File: config.mk
export PLATFORM = sky130hd
export DESIGN_NAME = adder
export DESIGN_NICKNAME = d
export VERILOG_FILES = /design/src/rtl/adder.sv
export SDC_FILE = /design/constraint.sdc
export NUM_CORES = 1
export LEC_CHECK = 0
export BUFFER_PORTS_ARGS = -buffer_cell sky130_fd_sc_hd__buf_2
export CORE_MARGIN = 10
export CORE_UTILIZATION = 63
export CTS_CLUSTER_SIZE = 16
export DETAILED_ROUTE_END_ITERATION = 12
export HOLD_SLACK_MARGIN = 0.1
export PLACE_DENSITY = 0.82
export SYNTH_ARGS = -nofsm -noshare
export SYNTH_HDL_FRONTEND = slang
export SYNTH_SLANG_ARGS = --single-unit
File: constraint.sdc
create_clock -name clk -period 5.85 [get_ports clk]
set_input_delay 0.2925 -clock clk [delete_from_list [all_inputs] [get_ports clk]]
set_output_delay 0.2925 -clock clk [all_outputs]
set_load 0.02 [all_outputs]
File: src/rtl/adder.sv
// Multi-cycle IEEE-754 binary32 adder, round-to-nearest-even.
// One stage per state: UNPACK, ALIGN, ADD, NORM, ROUND, then DONE presents the result.
module adder (
    input  logic        clk,
    input  logic        rst,
    input  logic        start,
    input  logic [31:0] input1,
    input  logic [31:0] input2,
    output logic [31:0] out,
    output logic        busy,
    output logic        valid
);
    typedef enum logic [2:0] {IDLE, UNPACK, ALIGN, ADD, NORM, ROUND, DONE} state_t;
    state_t state, state_nx;
    logic   accept;

    logic [31:0] a_r, b_r, spec_val_r, out_r;
    logic        sgn_r, zsgn_r, sub_r, spec_r;
    logic [9:0]  exp_r;
    logic [7:0]  es_r;
    logic [23:0] mb_r, ms_r;
    logic [26:0] al_r, nm_r;
    logic [27:0] sum_r;

    function automatic logic [4:0] lzc27(input logic [26:0] v);
        lzc27 = 5'd27;
        for (int i = 0; i < 27; i++)
            if (v[i]) lzc27 = 5'(26 - i);
    endfunction

    always_ff @(posedge clk) begin
        if (rst) state <= IDLE;
        else     state <= state_nx;
    end

    // DONE also accepts so back-to-back operations need no idle cycle
    always_comb begin
        state_nx = state;
        case (state)
            IDLE:    if (start) state_nx = UNPACK;
            UNPACK:  state_nx = ALIGN;
            ALIGN:   state_nx = ADD;
            ADD:     state_nx = NORM;
            NORM:    state_nx = ROUND;
            ROUND:   state_nx = DONE;
            DONE:    state_nx = start ? UNPACK : IDLE;
            default: state_nx = IDLE;
        endcase
    end

    always_comb begin
        busy  = (state != IDLE);
        valid = (state == DONE);
    end

    assign accept = start && (state == IDLE || state == DONE);
    assign out    = out_r;

    // UNPACK: order operands by magnitude, detect NaN/inf
    logic        a_big, a_nan, b_nan, a_inf, b_inf, spec_c;
    logic [31:0] big, sml, spec_v;
    always_comb begin
        a_big  = (a_r[30:0] >= b_r[30:0]);
        big    = a_big ? a_r : b_r;
        sml    = a_big ? b_r : a_r;
        a_nan  = (&a_r[30:23]) && (|a_r[22:0]);
        b_nan  = (&b_r[30:23]) && (|b_r[22:0]);
        a_inf  = (&a_r[30:23]) && !(|a_r[22:0]);
        b_inf  = (&b_r[30:23]) && !(|b_r[22:0]);
        spec_c = a_nan || b_nan || a_inf || b_inf;
        spec_v = 32'h7FC0_0000;
        if (!(a_nan || b_nan) && !(a_inf && b_inf && (a_r[31] != b_r[31])))
            spec_v = a_inf ? a_r : b_r;
    end

    // ALIGN: shift the smaller significand, jamming lost bits into sticky
    logic [7:0]  d;
    logic [26:0] ext, shifted, lost_mask, al_c;
    always_comb begin
        d         = exp_r[7:0] - es_r;
        ext       = {ms_r, 3'b000};
        shifted   = ext >> d;
        lost_mask = (27'd1 << d) - 27'd1;
        if (d >= 8'd27) al_c = {26'd0, |ms_r};
        else            al_c = shifted | {26'd0, |(ext & lost_mask)};
    end

    // NORM: carry shifts right; otherwise left-shift, clamped at exponent 1
    logic [4:0]  lz;
    logic [9:0]  lim, sh;
    logic [26:0] nm_c;
    logic [9:0]  ne_c;
    always_comb begin
        lz  = lzc27(sum_r[26:0]);
        lim = exp_r - 10'd1;
        sh  = ({5'd0, lz} > lim) ? lim : {5'd0, lz};
        if (sum_r[27]) begin
            nm_c = {sum_r[27:2], sum_r[1] | sum_r[0]};
            ne_c = exp_r + 10'd1;
        end else begin
            nm_c = sum_r[26:0] << sh;
            ne_c = exp_r - sh;
        end
    end

    // ROUND: RNE on guard/round/sticky; hidden bit picks normal vs subnormal field
    logic        rup;
    logic [24:0] mr;
    logic [9:0]  fld;
    logic [22:0] frac;
    logic [31:0] res;
    always_comb begin
        rup = nm_r[2] & (nm_r[1] | nm_r[0] | nm_r[3]);
        mr  = {1'b0, nm_r[26:3]} + {24'd0, rup};
        if (mr[24]) begin
            fld  = exp_r + 10'd1;
            frac = mr[23:1];
        end else begin
            fld  = mr[23] ? exp_r : 10'd0;
            frac = mr[22:0];
        end
        if (spec_r)              res = spec_val_r;
        else if (nm_r == 27'd0)  res = {zsgn_r, 31'd0};
        else if (fld >= 10'd255) res = {sgn_r, 8'hFF, 23'd0};
        else                     res = {sgn_r, fld[7:0], frac};
    end

    always_ff @(posedge clk) begin
        if (rst) begin
            a_r <= '0; b_r <= '0; spec_val_r <= '0; out_r <= '0;
            sgn_r <= 1'b0; zsgn_r <= 1'b0; sub_r <= 1'b0; spec_r <= 1'b0;
            exp_r <= '0; es_r <= '0; mb_r <= '0; ms_r <= '0;
            al_r <= '0; nm_r <= '0; sum_r <= '0;
        end else begin
            case (state)
                IDLE, DONE: if (accept) begin
                    a_r <= input1;
                    b_r <= input2;
                end
                UNPACK: begin
                    sgn_r      <= big[31];
                    zsgn_r     <= a_r[31] & b_r[31];
                    sub_r      <= a_r[31] ^ b_r[31];
                    exp_r      <= {2'b00, (big[30:23] == 8'd0) ? 8'd1 : big[30:23]};
                    es_r       <= (sml[30:23] == 8'd0) ? 8'd1 : sml[30:23];
                    mb_r       <= {|big[30:23], big[22:0]};
                    ms_r       <= {|sml[30:23], sml[22:0]};
                    spec_r     <= spec_c;
                    spec_val_r <= spec_v;
                end
                ALIGN: al_r  <= al_c;
                ADD:   sum_r <= sub_r ? ({1'b0, mb_r, 3'b000} - {1'b0, al_r})
                                      : ({1'b0, mb_r, 3'b000} + {1'b0, al_r});
                NORM: begin
                    nm_r  <= nm_c;
                    exp_r <= ne_c;
                end
                ROUND: out_r <= res;
                default: ;
            endcase
        end
    end
endmodule

Yosys cells after proc, flatten, opt, wreduce, memory -nomap -nowiden
Cells that the tools add are included.
{ "op_classes": {"shift": 3, "eq_ne": 8, "bitwise": 8, "reduce_logical": 32, "order_cmp": 4, "muxes": 48, "add_sub_neg": 8} }
{ "op_table": {"columns": ["operator", "n"], "rows": [
  ["$mux W32", 5],
  ["$mux W5", 26],
  ["$mux W31", 2],
  ["$mux W27", 2],
  ["$reduce_or A23 Y1", 2],
  ["$mux W10", 4],
  ["$ge A31 B31 Y1", 1],
  ["$add A27 B27 Y28", 1],
  ["$mux W28", 1],
  ["$sub A27 B27 Y28", 1],
  ["$and A27 B27 Y27", 1],
  ["$logic_not A27 Y1", 1],
  ["$or A27 B1 Y27", 1],
  ["$reduce_or A27 Y1", 1],
  ["$shl A1 B8 Y27 const A", 1],
  ["$shl A27 B10 Y27", 1],
  ["$shr A27 B8 Y27", 1],
  ["$sub A27 B1 Y27 const B", 1],
  ["$add A24 B1 Y25", 1],
  ["$reduce_or A24 Y1", 1],
  ["$mux W23", 1],
  ["$pmux W3 S7", 1],
  ["$pmux W10 S2", 1],
  ["$logic_not A8 Y1", 2],
  ["other kinds (28)", 51]
]} }
{ "word_totals": {"output_inout_bits": 34, "wordCells": 127, "in_bits": 67, "regBits": 283} }

Depth between registers and ports, before layout
Gate-level depths: netlist (run 1).
{ "depth": {"word_depth": 32, "mapped_depth": 29, "mapped_depth_nobuf": 24} }

Worst setup path after synthesis (run 1)
No wires, ideal clock.
{ "synth_path": {"path_type": "reg2reg", "start": "register sum_r[8]", "end": "register exp_r[9]", "required_time_ns": 5.722, "t_arrival_ns": 5.099, "stages_incl_launch_ff": 27, "synth_period_minus_slack_ns": 5.227, "path_slack_ns": 0.623, "setup_ns": 0.128, "path_buffers": 3, "path_cell_list": "dfxtp_1 -> clkbuf_1 -> or4_1 -> o21ai_1 -> nand3_1 -> a31oi_1 -> ha_1 -> and3_1 -> a31o_2 -> a21oi_1 -> and2_4 -> buf_8 -> mux2i_1 -> inv_2 -> buf_2 -> ha_1 -> nor2b_1 -> o21ai_0 -> a21boi_0 -> o21ai_0 -> nand3_1 -> a21o_1 -> a211o_1 -> o21ai_0 -> o21ai_0 -> a22oi_1 -> nor2_1"} }
{ "synth_via": {"elab_chain_cells": 24} }
{ "synth_rtl": {"columns": ["element", "line_no", "source"], "rows": [
  ["start: declaration", "23", "logic [27:0] sum_r;"],
  ["start signal: assignment", "152", "ADD: sum_r <= sub_r ? ({1'b0, mb_r, 3'b000} - {1'b0, al_r})"],
  ["$mux W5 * (19 in a row)", "28", "if (v[i]) lzc27 = 5'(26 - i);"],
  ["$gt A5 B10 Y1", "96", "sh = ({5'd0, lz} > lim) ? lim : {5'd0, lz};"],
  ["$mux W10 *", "96", null],
  ["$sub A10 B10 Y10 *", "102", "ne_c = exp_r - sh;"],
  ["$mux W10 *", "97", "if (sum_r[27]) begin"],
  ["$pmux W10 S2 *", "135", "case (state)"],
  ["end signal: assignment", "144", "exp_r <= {2'b00, (big[30:23] == 8'd0) ? 8'd1 : big[30:23]};"],
  ["end signal: assignment", "156", "exp_r <= ne_c;"],
  ["end: declaration", "19", "logic [9:0] exp_r;"]
]} }
Every way passes the cells marked *; elsewhere a longest branch is shown, timed or not.
A chain may end at the register's enable or synchronous reset.

Worst setup path in the final report (run 1)
{ "layout_path": {"start": "register sum_r[1]", "end": "register exp_r[9]"} }
{ "layout_via": {"elab_chain_cells": 31} }
{ "layout_rtl": {"columns": ["element", "line_no"], "rows": [
  ["$mux W5 * (26 in a row)", "28"],
  ["$gt A5 B10 Y1", "96"],
  ["$mux W10 *", "96"],
  ["$sub A10 B10 Y10 *", "102"],
  ["$mux W10 *", "97"],
  ["$pmux W10 S2 *", "135"]
]} }
Marks and branches as above.

==> metrics.md, run 1 <==
| Metric | Value |
|---|---|
| Starting density of the core | 0.6407 |
| First-pass GRT wire length | 104,500 um |
| FF-to-FF setup slack | 500 ps |
| Worst flop-to-flop path startpoint | sum_r[1]$_SDFFE_PP0N_ |
| Fin util | 0.7185 |
| RSZ-0062 raised after global routing | no |
| Die height | 194.1 um |
| P_leak | 8.706 nW |
| Placer Congestion | 1.001 |
| Remaining antenna violation count | 0 |
| Fill cells | 2,313 |
| Initial antenna violation count | 4 |
| Multiplexer share of the synthesized area | 0.07812 |
| Vias after detailed routing | 20,490 |
| Clock sinks | 283 |
| Fmax | 187.0 MHz |
| Pwr Density | 307.9 nW/um^2 |
| Final period util | 0.9143 |
| GRT overflow | 0 |
| Crit Path Max Fanout | 19 |
| Seq/Total Area, Yosys | 0.2968 |
| Distinct cells, synth | 85 |
| Layout cells sized above 1 | 0.09242 |
| Die Width | 194.1 um |
| Drt drc | 0 |
| HP Class | input port to register |
| Area of the multi-input gates | 12,330 sq um |
| Adder-cell share of the synthesized area | 0.07065 |
| Root Buffer | clkbuf_16 |
| Cts bufs inserted | 31 |
| Area Growth Syn to Fin | 12.14% |
| Core area | 29,800 sq um |
| Fin Setup TNS | 0 ps |
| Commonest cells after routing, fill and taps aside | 330 x a21oi_1, 303 x nand2_1, 282 x dfxtp_1 |
| Final Setup Violations | 0 |
| Storage cell area | 5667 sq um |
| CP Data Required Time | 6280 ps |
| Outcome | finished, final reports clean |
| Max IR drop VDD | 288.1 uV |
| H-tree levels | 1 |
| Final wirelength | 67,790 um |
| Std cell rows | 63 |
| Number of synthesized flops with an enable pin | 0 |
| Routed WL per cell | 22.34 um |
| Startpoint types | register |
| Minimum clock period | roughly 5300 ps |
| Vias in the first global route | 18,820 |
| Max Slew Vio Count | 0 |
| Xor and xnor area share after synthesis | 0.02753 |
| CTS clk-pin slew, worst paths | roughly 70 ps |
| Final setup skew | 21.18 ps |
| Setup crit start | sum_r[1]$_SDFFE_PP0N_ |
| Largest family of logic cells by synthesized area | compound AO/OA/AOI/OAI gates |
| Top post-synthesis cells by area | dfxtp_1 30%, a21oi_1 8.7%, ha_1 6.8% |
| Compound-gate portion of the synthesized area | 0.2660 |
| PortBufs | 100 |
| Area share of the largest cell type after synthesis | 0.2968 |
| Tightest Pin Transition | 1258 ps |
| Worst rel slew slack | 0.1615 |
| All-Layer GR Usage | 0.3336 |
| Dpl hpwl | 47,260 um |
| Commonest non-fill, non-tap cell in the layout | a21oi_1 |
| Warning count from the yosys run | 0 |
| Main flop type after synthesis | dfxtp_1 |
| Max-cap viol count | 0 |
| Nature of the critical path endpoint | register |
| Synth Area per Inst | 7.443 sq um |
| CP Data Arrival Time | 5780 ps |
| Pin count of the biggest net entering global routing | 113 |
| Post-synth ARST share | 0 |
| IO Count | 101 |
| Clock Path Buffers | 3 |
| Worst-skew pair later-pin latency | 580 ps |
| TritonCTS clock tree | done |
| Hold Violations, Final | 0 |
| Synth Area in Simple Gates | 0.1999 |
| Flops & latches, synth | approximately 280 |
| DRT Pass-1 Iters | 7 |
| Via/cell ratio | 6.751 |
| Initial DRC count | 2,856 |
| Post-CTS Setup Bufs | 0 |
| Hold_sp | start |
| Total Die Area | 37,670 sq um |
| Cells after Synth | between 2,000 and 3,000 |
| Mapped Area | 19,090 sq um |
| Crit path kind | register to register |
| Area leader, netlist | dfxtp_1 |
| Nets | 2,792 |
-- final timing paths --
kind         depth (start not counted)                     to
min                                  3  state[0]$_SDFFE_PP0P_
min reg2reg                          2   out[23]$_SDFFE_PP0N_
max reg2reg                         23  exp_r[9]$_SDFFE_PP0P_
max                                 23  exp_r[9]$_SDFFE_PP0P_
-- layer usage --
layer / vias up / global-route usage / share of wire
li1: 9368 / - / -
met1: 9518 / 0.4087 / 0.38
met2: 1283 / 0.5522 / 0.47
met3: 317 / 0.05671 / 0.095
met4: 2 / 0.1695 / 0.058
met5: - / 0 / 0.0011
-- worst max-delay path, cell delays in order, from the launching register on --
cell and delay (ps):
dfxtp_1 480, nor2_1 80, o311ai_0 450, a31oi_1 160
nor3_1 380, inv_1 90, ha_1 320, a31o_2 230
a21oi_1 160, and2_4 240, mux2i_2 270, inv_2 220
ha_1 330, nor2b_1 120, o21ai_0 200, a21boi_0 150
o21ai_0 240, nand3_1 160, a21o_1 210, a211o_1 280
o21ai_0 90, o21ai_0 100, a22oi_1 210, nor2_1 50
-- synthesized netlist by cell type, types with 23 or more instances --
library cell and n:
a21oi_1 330, nand2_1 303, nor3_1 61, o22ai_1 25
xnor2_1 39, a21o_1 23, clkbuf_1 149, nor2b_1 28
ha_1 103, nor4_1 38, mux2i_1 106, a22oi_1 49
a31oi_1 23, o21ai_0 190, a211oi_1 29, nand3_1 47
inv_1 115, dfxtp_1 283, nor2_1 251, and3_1 24
-- registers in the layout (all words and copies together), names as in the netlist, 3 cells and up --
register and count:
a_r 32, al_r 27, b_r 32, es_r 8
exp_r 10, mb_r 24, ms_r 24, nm_r 27
out 32, spec_val_r 32, state 3, sum_r 28
-- power by group --
part	switching, W	leakage (nW)	internal (W)
clock network	0.000877	0.495	0.00116
registers	0.000186	2.30	0.00203
logic	0.00149	5.91	0.000849
-- cells by family (layout without fill, tap and decap cells) --
| family | after synthesis | count (layout) |
|---|---|---|
| fa+ha+maj | 106 | 106 |
| other cells | 1 | 7 |
| mux | 132 | 132 |
| flops | 283 | 283 |
| buf+inv | 299 | 373 |
| xor+xnor | 60 | 60 |
| simple gates | 844 | 844 |
| compound gates | 840 | 840 |
-- per-stage QoR --
step / instances / power, W / setup slack (ps) / hold slack, ps / instance area (sq um)
final: 3035 / 0.006592 / 501.5 / 170.6 / 21410
after global routing: 3035 / 0.006832 / 14.79 / 177.1 / 21410
after CTS: 3030 / 0.006458 / 485.3 / 153.5 / 21390
after detailed placement: 2912 / 0.004442 / 495.7 / 446.3 / 19720
after global placement: 2912 / 0.004416 / 671.8 / 439.5 / 19720
after floorplan: 2566 / 0.003837 / 623.4 / 428.5 / 19090
-- what timing repair did --
action	CTS	global route
gates resized for setup	0	1
setup endpoints to repair	0	1
hold buffers	64	0
hold endpoints to repair	64	0
-- cell type report --
type,count,share of cell area
timing repair buffer,201,0.06715
clock buffer,38,0.03933
antenna,5,0.0005845
inverter,118,0.02069
clock inverter,16,0.008942
sequential,283,0.2647
tap,390,0.02279
multi-input combinational,1984,0.5758
Note: power is estimated with default switching activity, not from simulation.
==> run 2, diff against run 1 <==
CORE_UTILIZATION = 50   (was 63)
PLACE_DENSITY = 0.67   (was 0.82)
==> metrics.md, run 2 (synthesized netlist as in run 1, its figures left out) <==
| Metric | Value |
|---|---|
| Commonest non-fill, non-tap cell in the layout | a21oi_1 |
| Minimum clock period | 5094 ps (-254.0 ps) |
| P_leak | 8.781 nW (+0.87%) |
| Most used cell, CP | o21ai_0 |
| CP Data Required Time | 6240 ps (-40 ps) |
| First-pass GRT wire length | 106,200 um (+1.6%) |
| Die Width | 215.4 um (+11%) |
| Slowest CP cell | dfxtp_1 |
| Fin Setup TNS | 0 ps (unchanged) |
| Core area | 37,670 sq um (+26%) |
| Largest stage delay on the critical path | 590 ps (+110 ps) |
| Clock sinks | 283 (unchanged) |
| Max IR drop VDD | 240.5 uV (-17%) |
| Placed Instance Area | 19,880 sq um (+0.82%) |
| Final Setup Violations | 0 (unchanged) |
| GRT overflow | 0 (unchanged) |
| Clock Path Buffers | 3 (unchanged) |
| Placer Congestion | 0.9592 (-4.1%) |
| Cell Chain, Critical Path | inv_1 > ha_1 > nor4b_2 > nor2_1 > ha_1 > and3_1 > a31o_2 > a21oi_1 > and2_4 > mux2i_2 > inv_2 > ha_1 > nor2b_1 > o21ai_0 > a21boi_0 > o21ai_0 > nand3_1 > a21o_1 > a211o_1 > o21ai_0 > o21ai_0 > a22oi_1 > nor2_1 |
| Hold Violations, Final | 0 (unchanged) |
| Tightest Pin Transition | 1049 ps (-209.3 ps) |
| TritonCTS clock tree | done |
| Total Die Area | 46,400 sq um (+23%) |
| Crit Path Max Fanout | 12 (-7) |
| Max Slew Vio Count | 0 (unchanged) |
| Max-cap viol count | 0 (unchanged) |
| Remaining antenna violation count | 0 (unchanged) |
| DRT Pass-1 Iters | 6 (-1) |
| Initial antenna violation count | 3 (-1) |
| RSZ-0062 raised after global routing | no |
| Final period util | 0.8709 (-0.04342) |
| Final Cell Area | 21,670 sq um (+1.2%) |
| Worst rel slew slack | 0.3010 (+0.1395) |
| All-Layer GR Usage | 0.2832 (-0.05042) |
| Final wirelength | 68,700 um (+1.4%) |
| Vias in the first global route | 18,320 (-2.7%) |
| Worst-skew pair later-pin latency | 550 ps (-30 ps) |
| Post-CTS Hold Fix Bufs | 64 (unchanged) |
| Outcome | finished, final reports clean |
| Pwr Density | 310.6 nW/um^2 (+0.86%) |
| Fin util | 0.5753 (-0.1432) |
| Crit path kind | register to register |
| Cts bufs inserted | 35 (+13%) |
| Starting density of the core | 0.5068 (-0.1339) |
| Pin count of the biggest net entering global routing | 114 (+0.88%) |
| Nature of the critical path endpoint | register |
| Startpoint types | register |
| Nets | 2,799 (+0.25%) |
| Commonest cells after routing, fill and taps aside | 330 x a21oi_1, 303 x nand2_1, 283 x dfxtp_1 |
| Fmax | 196.3 MHz (+5.0%) |
| Std cell rows | 71 (+13%) |
| Drt drc | 0 (unchanged) |
| Post-cts repair resize count | 0 (unchanged) |
| Layout cells sized above 1 | 0.09403 (+0.001609) |
| CP bufs+invs | 2 (unchanged) |
| Crit-path leading delay family | compound AO/OA/AOI/OAI gates |
| Root Buffer | clkbuf_16 |
| CP Data Arrival Time | 5480 ps (-300 ps) |
| Via/cell ratio | 6.225 (-7.8%) |
| Routed WL per cell | 21.73 um (-2.7%) |
| FF-to-FF setup slack | 760 ps (+250 ps) |
| Final setup skew | 20.22 ps (-0.9584 ps) |
| H-tree levels | 2 (+1) |
| Post-CTS Setup Bufs | 0 (unchanged) |
| PortBufs | 100 (unchanged) |
| Die height | 215.4 um (+11%) |
| CTS clk-pin slew, worst paths | 50 ps (-20 ps) |
| IO Count | 101 (unchanged) |
| Dpl hpwl | 50,560 um (+7.0%) |
| Area Growth Syn to Fin | 13.50% |
| Vias after detailed routing | 19,680 (-3.9%) |
| HP Class | input port to register |
| Initial DRC count | 2,258 (-21%) |
run 2: power breakdown:
part,internal (W),switching [W],total [W]
Clock,0.00129,0.000873,0.00216
Sequential,0.00203,0.000187,0.00222
Combinational,0.000843,0.00150,0.00235
run 2: worst reg2reg max path, cell delays in order (launching register included):
cell      delay [ps]
dfxtp_1          590
inv_1            240
ha_1             290
nor4b_2          180
nor2_1           210
ha_1             270
and3_1           200
a31o_2           240
a21oi_1          150
and2_4           240
mux2i_2          260
inv_2             60
ha_1             260
nor2b_1          120
o21ai_0          180
a21boi_0         160
o21ai_0          230
nand3_1          150
a21o_1           200
a211o_1          280
o21ai_0           90
o21ai_0          110
a22oi_1          200
nor2_1            50
run 2: stage by stage:
step	power [W]	setup WS (ps)	std cells	hold slack, ps
floorplan	0.003837	623.4	2566	428.5
global placement	0.004512	833.5	3036	441.2
detailed placement	0.004501	758.7	3036	450.1
CTS	0.006693	750.7	3159	151.6
global route	0.007047	346.0	3162	194.2
finish	0.006729	755.5	3162	160.8
run 2: final timing paths:
check,startpoint,endpoint,cells past startpoint
worst max-delay path,exp_r[0]$_SDFFE_PP0P_,exp_r[9]$_SDFFE_PP0P_,23
worst min-delay path,start,state[0]$_SDFFE_PP0P_,3
worst max register to register,exp_r[0]$_SDFFE_PP0P_,exp_r[9]$_SDFFE_PP0P_,23
worst min register to register,zsgn_r$_SDFFE_PP0P_,zsgn_r$_SDFFE_PP0P_,2
run 2: per-layer routing:
metal  GRT usage  up-vias  wire, um
met5           0        -         0
met1      0.3563     9322     28300
met4      0.1352        0      3409
li1            -     9361         -
met2      0.4647      820     31940
met3     0.04643      179      5049
run 2: cell type report:
cell class                 count  area, sq um
sequential                   283         5665
clock inverter                11        133.9
multi-input combinational   1984        12330
fill                        3609        16000
antenna                        3        7.507
timing repair buffer         204         1448
clock buffer                  48         1005
tap                          511        639.4
inverter                     118        442.9
